--- config.mk ---
export PLATFORM = sky130hd
export DESIGN_NAME = interboard_link_fifo
export DESIGN_NICKNAME = d
export VERILOG_FILES = /design/src/rtl/interboard_link_fifo.sv
export SDC_FILE = /design/constraint.sdc
export NUM_CORES = 1
export LEC_CHECK = 0
export ABC_AREA = 1
export CORE_ASPECT_RATIO = 1.5
export CORE_MARGIN = 4
export CORE_UTILIZATION = 48
export DETAILED_ROUTE_END_ITERATION = 12
export GPL_ROUTABILITY_DRIVEN = 0
export PLACE_DENSITY = 0.71
export SYNTH_ARGS = -nofsm -noshare
export SYNTH_HDL_FRONTEND = slang
export SYNTH_SLANG_ARGS = --single-unit
--- constraint.sdc ---
create_clock -name clk -period 6.7 [get_ports clk]
set_clock_uncertainty 0.05 [all_clocks]
set_input_delay 2.01 -clock clk [delete_from_list [all_inputs] [get_ports clk]]
set_output_delay 2.01 -clock clk [all_outputs]
set_load 0.01 [all_outputs]
--- src/rtl/interboard_link_fifo.sv ---
// interboard_link_fifo
//   Board-to-board word link using a 4-phase Request/Ack handshake in both
//   directions. Outgoing words are queued in a TX FIFO so the game logic can
//   push bursts. Partner inputs are synchronised. Each TX handshake phase is
//   guarded by a timeout that sets a sticky error flag.
// Ports:
//   clk, rst         system clock, synchronous active-high reset
//   tx_valid/tx_data push side of the TX FIFO; tx_ready = FIFO not full
//   tx_count         words queued, including the word in flight
//   busy             TX FSM active or FIFO non-empty
//   Request_out, inter_data_out, Ack_in     outgoing handshake (Ack_in async)
//   Request_in, inter_data_in, Ack_out      incoming handshake (inputs async)
//   rx_valid/rx_data one-cycle pulse with the received word; rx_data holds
//   timeout_err      sticky timeout flag, cleared by clr_err (set wins)
module interboard_link_fifo #(
   parameter int unsigned DATA_W      = 6,
   parameter int unsigned FIFO_DEPTH  = 4,
   parameter int unsigned SYNC_STAGES = 2,
   parameter int unsigned TIMEOUT_CYC = 1000000
) (
   input  logic                          clk,
   input  logic                          rst,
   input  logic                          tx_valid,
   input  logic [DATA_W-1:0]             tx_data,
   output logic                          tx_ready,
   output logic [$clog2(FIFO_DEPTH):0]   tx_count,
   output logic                          busy,
   output logic                          Request_out,
   output logic [DATA_W-1:0]             inter_data_out,
   input  logic                          Ack_in,
   input  logic                          Request_in,
   input  logic [DATA_W-1:0]             inter_data_in,
   output logic                          Ack_out,
   output logic                          rx_valid,
   output logic [DATA_W-1:0]             rx_data,
   output logic                          timeout_err,
   input  logic                          clr_err
);

   localparam int unsigned AW = $clog2(FIFO_DEPTH);
   localparam int unsigned CW = AW + 1;
   localparam int unsigned TW = (TIMEOUT_CYC > 1) ? $clog2(TIMEOUT_CYC) : 1;

   typedef enum logic [1:0] {TX_IDLE, TX_SETUP, TX_WAIT_ACK, TX_WAIT_REL} tx_state_t;
   typedef enum logic {RX_IDLE, RX_ACK} rx_state_t;

   tx_state_t tx_state;
   rx_state_t rx_state;

   // ---------------- input synchronisers (equal depth for req and data)
   logic [SYNC_STAGES-1:0] ack_sync;
   logic [SYNC_STAGES-1:0] req_sync;
   logic [DATA_W-1:0]      data_sync [SYNC_STAGES];
   logic                   ack_s;
   logic                   req_s;

   always_ff @(posedge clk) begin
      if (rst) begin
         ack_sync <= '0;
         req_sync <= '0;
         for (int unsigned i = 0; i < SYNC_STAGES; i++) data_sync[i] <= '0;
      end else begin
         ack_sync     <= {ack_sync[SYNC_STAGES-2:0], Ack_in};
         req_sync     <= {req_sync[SYNC_STAGES-2:0], Request_in};
         data_sync[0] <= inter_data_in;
         for (int unsigned i = 1; i < SYNC_STAGES; i++) data_sync[i] <= data_sync[i-1];
      end
   end

   assign ack_s = ack_sync[SYNC_STAGES-1];
   assign req_s = req_sync[SYNC_STAGES-1];

   // ---------------- TX FIFO + FSM
   logic [DATA_W-1:0] mem [FIFO_DEPTH];
   logic [AW-1:0]     wr_ptr;
   logic [AW-1:0]     rd_ptr;
   logic [TW-1:0]     phase_cnt;
   logic              push;
   logic              pop;
   logic              tmo_armed;
   logic              tmo_hit;
   logic              active_nxt;
   logic [CW-1:0]     count_nxt;

   // Next-cycle view of pop/timeout/activity so that tx_count, tx_ready and
   // busy can be registered and still agree with the FSM on the same edge.
   always_comb begin
      push       = tx_valid && tx_ready;
      tmo_armed  = (TIMEOUT_CYC != 0) && (phase_cnt == TW'(TIMEOUT_CYC - 1));
      pop        = 1'b0;
      tmo_hit    = 1'b0;
      active_nxt = 1'b0;
      case (tx_state)
         TX_IDLE:     active_nxt = 1'b0;
         TX_SETUP:    active_nxt = 1'b1;
         TX_WAIT_ACK: begin
            pop        = ack_s;
            tmo_hit    = !ack_s && tmo_armed;
            active_nxt = !tmo_hit;
         end
         TX_WAIT_REL: begin
            tmo_hit    = ack_s && tmo_armed;
            active_nxt = ack_s && !tmo_hit;
         end
      endcase
      count_nxt = tx_count + CW'(push) - CW'(pop);
   end

   always_ff @(posedge clk) begin
      if (rst) begin
         tx_state       <= TX_IDLE;
         wr_ptr         <= '0;
         rd_ptr         <= '0;
         tx_count       <= '0;
         tx_ready       <= 1'b1;
         busy           <= 1'b0;
         Request_out    <= 1'b0;
         inter_data_out <= '0;
         phase_cnt      <= '0;
         timeout_err    <= 1'b0;
         for (int unsigned i = 0; i < FIFO_DEPTH; i++) mem[i] <= '0;
      end else begin
         if (push) begin
            mem[wr_ptr] <= tx_data;
            wr_ptr      <= wr_ptr + 1'b1;
         end
         if (pop) rd_ptr <= rd_ptr + 1'b1;
         tx_count <= count_nxt;
         tx_ready <= (count_nxt < CW'(FIFO_DEPTH));
         busy     <= active_nxt || (count_nxt != '0);

         if (tmo_hit)      timeout_err <= 1'b1;
         else if (clr_err) timeout_err <= 1'b0;

         case (tx_state)
            TX_IDLE: begin
               phase_cnt <= '0;
               if (tx_count != '0) begin
                  inter_data_out <= mem[rd_ptr];
                  tx_state       <= TX_SETUP;
               end
            end
            TX_SETUP: begin
               phase_cnt   <= '0;
               Request_out <= 1'b1;
               tx_state    <= TX_WAIT_ACK;
            end
            TX_WAIT_ACK: begin
               if (ack_s) begin
                  Request_out <= 1'b0;
                  phase_cnt   <= '0;
                  tx_state    <= TX_WAIT_REL;
               end else if (tmo_hit) begin
                  // word stays at the FIFO head and is re-requested
                  Request_out <= 1'b0;
                  phase_cnt   <= '0;
                  tx_state    <= TX_IDLE;
               end else begin
                  phase_cnt <= phase_cnt + 1'b1;
               end
            end
            TX_WAIT_REL: begin
               if (!ack_s || tmo_hit) begin
                  phase_cnt <= '0;
                  tx_state  <= TX_IDLE;
               end else begin
                  phase_cnt <= phase_cnt + 1'b1;
               end
            end
         endcase
      end
   end

   // ---------------- RX FSM
   always_ff @(posedge clk) begin
      if (rst) begin
         rx_state <= RX_IDLE;
         Ack_out  <= 1'b0;
         rx_valid <= 1'b0;
         rx_data  <= '0;
      end else begin
         rx_valid <= 1'b0;
         case (rx_state)
            RX_IDLE: begin
               if (req_s) begin
                  rx_data  <= data_sync[SYNC_STAGES-1];
                  rx_valid <= 1'b1;
                  Ack_out  <= 1'b1;
                  rx_state <= RX_ACK;
               end
            end
            RX_ACK: begin
               if (!req_s) begin
                  Ack_out  <= 1'b0;
                  rx_state <= RX_IDLE;
               end
            end
         endcase
      end
   end

endmodule

-- Yosys cells after proc, flatten, opt, wreduce, memory -nomap -nowiden
Memory sizes are Yosys's and may differ from the RTL's. A register that Yosys moved wholly into a read port is not among the register bits.
Index checks and enable logic that the tools add are counted.
- bits in registers: 40
- memory bits (writable): 36
- bits of input ports: 18
- output and inout port bits: 21
- word-level logic and storage cells: 88
- memories kept: 2
- $add $sub $neg: 5
- $lt $le $gt $ge: 1
- equality and inequality tests: 9
- mux-type cells: 32
- bitwise logic cells: 3
- reduce and logical (&&, ||, !) cells: 22
- memory list (memory ; words ; width ; rd ports ; clocked after memory_dff ; write ports ; line ; source):
    mem ; 4 ; 6 ; 1 ; 1 ; 4 ; 74 ; logic [DATA_W-1:0] mem [FIFO_DEPTH];
    data_sync ; 2 ; 6 ; 2 ; 1 ; 2 ; 53 ; logic [DATA_W-1:0] data_sync [SYNC_STAGES];
- operators with widths (cell ; count):
    20-bit 2-to-1 mux ; 3
    20-bit case mux with 3 select lines ; 1
    20-bit by 1-bit adder with 20-bit output, second input constant ; 1
    20-bit == test, second input constant ; 1
    6-bit 2-to-1 mux ; 3
    1-bit 2-to-1 mux ; 15
    2-bit 2-to-1 mux ; 5
    2-bit inequality test, second input constant ; 4
    2-bit case mux with 4 select lines ; 1
    2-bit AND reduction ; 4
    1-bit case mux with 2 select lines ; 3
    3-bit nonzero test ; 2
    6-bit OR reduction ; 1
    2-bit by 1-bit adder with 2-bit output, second input constant ; 2
    2-bit == test, second input constant ; 2
    1-bit logical AND ; 4
    1-bit case mux with 4 select lines ; 1
    2-bit nonzero test ; 2
    2-bit OR reduction ; 2
    3-bit by 1-bit adder with 3-bit output ; 1
    1-bit logical NOT ; 3
    3-bit < comparator, second input constant ; 1
    3-bit inequality test, second input constant ; 1
    3-bit AND reduction ; 1
    other kinds (6) ; 8

-- Logic depth before layout (Yosys ltp)
- depth in word-level cells: 6
- depth in mapped cells: 14
- depth with buffers taken out: 14

-- Least setup slack after synthesis
No wires, ideal clock.
- path kind: input port to flip-flop
- from: input tx_valid
- to: register busy
- setup time: 0.115 ns
- arrival: 3.413 ns
- data required time: 6.535 ns
- path slack: 3.123 ns
- cell stages on the path: 9
- path buffers: 0
- cells stage by stage: nand2_1 > ha_1 > inv_1 > ha_1 > inv_1 > fa_1 > or2_2 > nand3_1 > nand2_1
- word-level cells in the longest chain between the ends: 5
- ends and longest elaborated chain (item ; line ; source):
    from (decl) ; 23 ; input logic tx_valid,
    1-bit logical AND ; 88 ; push = tx_valid && tx_ready;
    3-bit by 1-bit adder with 3-bit output ; 106 ; count_nxt = tx_count + CW'(push) - CW'(pop);
    3-bit by 1-bit subtractor with 3-bit output ; 106 ;
    3-bit nonzero test ; 130 ; busy <= active_nxt || (count_nxt != '0);
    1-bit logical OR ; 130 ;
    to (signal assigned) ; 130 ;
    to (decl) ; 27 ; output logic busy,
Every way passes these cells.
A chain may end at the register's enable or synchronous reset.

-- Worst setup path after layout
Same ends and word-level chain as after synthesis.

==> flow_summary.toml <==
[yosys]
synth_area_um2 = 3760
yosys_warnings = 0
ys_ff_latch = 88
yosys-top-cells-area = "dfxtp_1 34%, edfxtp_1 19%, nor2_1 12%"
yosysTopAreaCellShare_pct = 34.1
synthCells = 467
syn_area_per_cell_um2 = 8.05
yosysUniqueCellTypes = 35
yosys.area.top_type = "dfxtp_1"
syn-num-nets = 490
ys_seq_area_share_pct = 53.2

[timing]
slew_headroom_pct = 24.7
final_max_slew_viol_count = 0
setup_viol = 0
fin_crit_ns = 3.87
hold_viol = 0
rsz0062_at_grt = "no"
post-route-period-util_pct = 57.8
whs_ns = 0.349
tightestPinTransition_ns = 1.12
fin_ws_ns = 2.83
fmax_ghz = 0.258
tns_ns = 0

[critical_path]
crit_required_ns = 6.89
cp-end-kind = "flop"
critPathArrivalTime_ns = 4.06
max_stage_delay_ns = 0.46
r2r_cells = 12
cp-start-kind = "input port"
critPathKind = "input port to flop"
crit_fanout = 6
cp_cell_sequence = "clkdlybuf4s50_1 -> nand2_1 -> ha_1 -> inv_1 -> ha_1 -> inv_1 -> fa_1 -> or2_2 -> nand3_1 -> nand2_1"
cp_slowest_cell = "clkdlybuf4s50_1"

[global_routing]
grt-ovfl-total = 0
grtUsageTotal_pct = 18.0
grt_pass1_wl_um = 12500
antenna_found_initial = 0
grt_pass1_vias = 2908
grt_max_degree = 29

[floorplan]
dieArea_um2 = 9340
chipWidth_um = 80.3
initial_core_util_pct = 49.4
core_um2 = 7610
io_pins = 39
rows = 39
die_y_um = 116

[placed_design]
dpl.hpwl_um = 5890
post-place-ws_ns = 2.44
placed_area_um2 = 4230
portBuffers = 38
numPlacedInstances = 599

[clocking]
cts_max_level = 3
ctsHoldBuffers = 0
cts_resized = 0
cts_setup_buffers = 0
cts_tree = "yes"
cts_buffers = 9
clk_path_buf_depth = 2
cts_root_buffer = "clkbuf_16"
clkSinkCount = 88
clk_pin_slew_ns = 0.06
worstSkewPairLatency_ns = 0.35

[route]
drcViolationCount = 0
vias = 3051
initialDrtViolationCount = 111
detail_route.wl_per_cell_um = 12.6
routed_wl_um = 7770
ant_nets = 0
dr.pass1.iters = 4
avgViaCountPerCell = 4.96

[power_and_ir_drop]
finalPower_mw = 1.42
powerDensity_nw_per_um2 = 315
ir_worst_vdd_mv = 0.210
p_leak_nw = 1.82

[layout]
antenna_cells = 0
final_cell_mix = "123 x nor2_1, 72 x inv_1, 64 x dfxtp_1"
multi_input_area_um2 = 1440
final_util_pct = 59.2
layout_commonest_cell = "nor2_1"
final_cell_area_um2 = 4510
area_delta_synth_final_pct = 19.9
fin_cells = 615
drive_gt1_share_pct = 6.63
seq_area_um2 = 2000
nNetsFinal = 531
nFillCells = 722

[worst_hold_path]
hold-path-cell-count = 2
hp-class = "flop to flop"

[run]
max_cap_viol_count = 0

[run_status]
outcome = "finished clean"
==> per-layer routing <==
metal | track usage (%) | vias up | share of wire (%)
li1 | - | 1551 | -
met1 | 16.7 | 1394 | 36
met2 | 32.9 | 75 | 54
met3 | 5.17 | 31 | 3.9
met4 | 12.9 | 0 | 5.6
met5 | 0 | - | 0
==> worst max-delay path: cells and delay by family <==
family,cells,cell delay [ns]
buffers and inverters,3,0.57
and+or+nand+nor,4,0.64
adders and majority gates,3,0.85
==> area by class of cell <==
| class | instances | area share, % |
|---|---|---|
| repair buffers | 39 | 8.60 |
| well taps | 102 | 2.83 |
| clock inverters | 6 | 0.916 |
| clock buffers | 10 | 5.30 |
| inverters | 73 | 6.08 |
| multi-input cells | 297 | 31.9 |
| flip-flops and latches | 88 | 44.4 |
==> sequential cells by signal (all words and copies together), names as in the netlist, 2 cells and up <==
register	count
rd_ptr	2
inter_data_out	6
mem	24
req_sync	2
ack_sync	2
wr_ptr	2
tx_count	3
tx_state	2
rx_data	6
data_sync	12
phase_cnt	20
==> cell usage after synthesis <==
cell type / count
inv_2: 1
edfxtp_1: 24
or2_2: 1
nand3_4: 1
nand3_2: 2
nand3b_1: 1
nor3_1: 6
ha_1: 4
o21ai_0: 30
o22ai_1: 6
nand2_4: 1
dfxtp_1: 64
a21oi_1: 17
nand4_1: 5
xor2_1: 7
a41oi_1: 1
nand3_1: 12
buf_6: 1
buf_2: 4
a31oi_1: 1
o31ai_1: 2
nor2_1: 123
xnor2_1: 4
nor2_4: 1
a21oi_2: 1
o211ai_1: 1
inv_1: 72
nor2_2: 5
clkbuf_1: 2
nor3_4: 1
o21bai_1: 1
buf_1: 2
fa_1: 1
nand2_2: 3
nand2_1: 59
==> kinds of logic after synthesis <==
group	after synthesis	share of synthesized area (%)
AOI/OAI and AO/OA	60	8.69
xor gates and xnor gates	11	2.56
adders and majority gates	5	1.86
buffers and inverters	82	8.52
DFF	88	53.2
and+or+nand+nor	221	25.1
==> final timing paths <==
kind / from / to / slack, ns
min reg2reg: data_sync[0][2] / data_sync[1][2] / 0.35
max reg2reg: tx_state[1] / busy / 4.30
max: tx_valid / busy / 2.83
min: data_sync[0][2] / data_sync[1][2] / 0.35
==> where the power goes <==
part / internal, mW / switching (mW) / total (mW)
logic: 0.129 / 0.160 / 0.289
clock network: 0.262 / 0.208 / 0.471
registers: 0.618 / 0.0403 / 0.659
total: 1.01 / 0.409 / 1.42
Power figures use the tool's default switching activity.
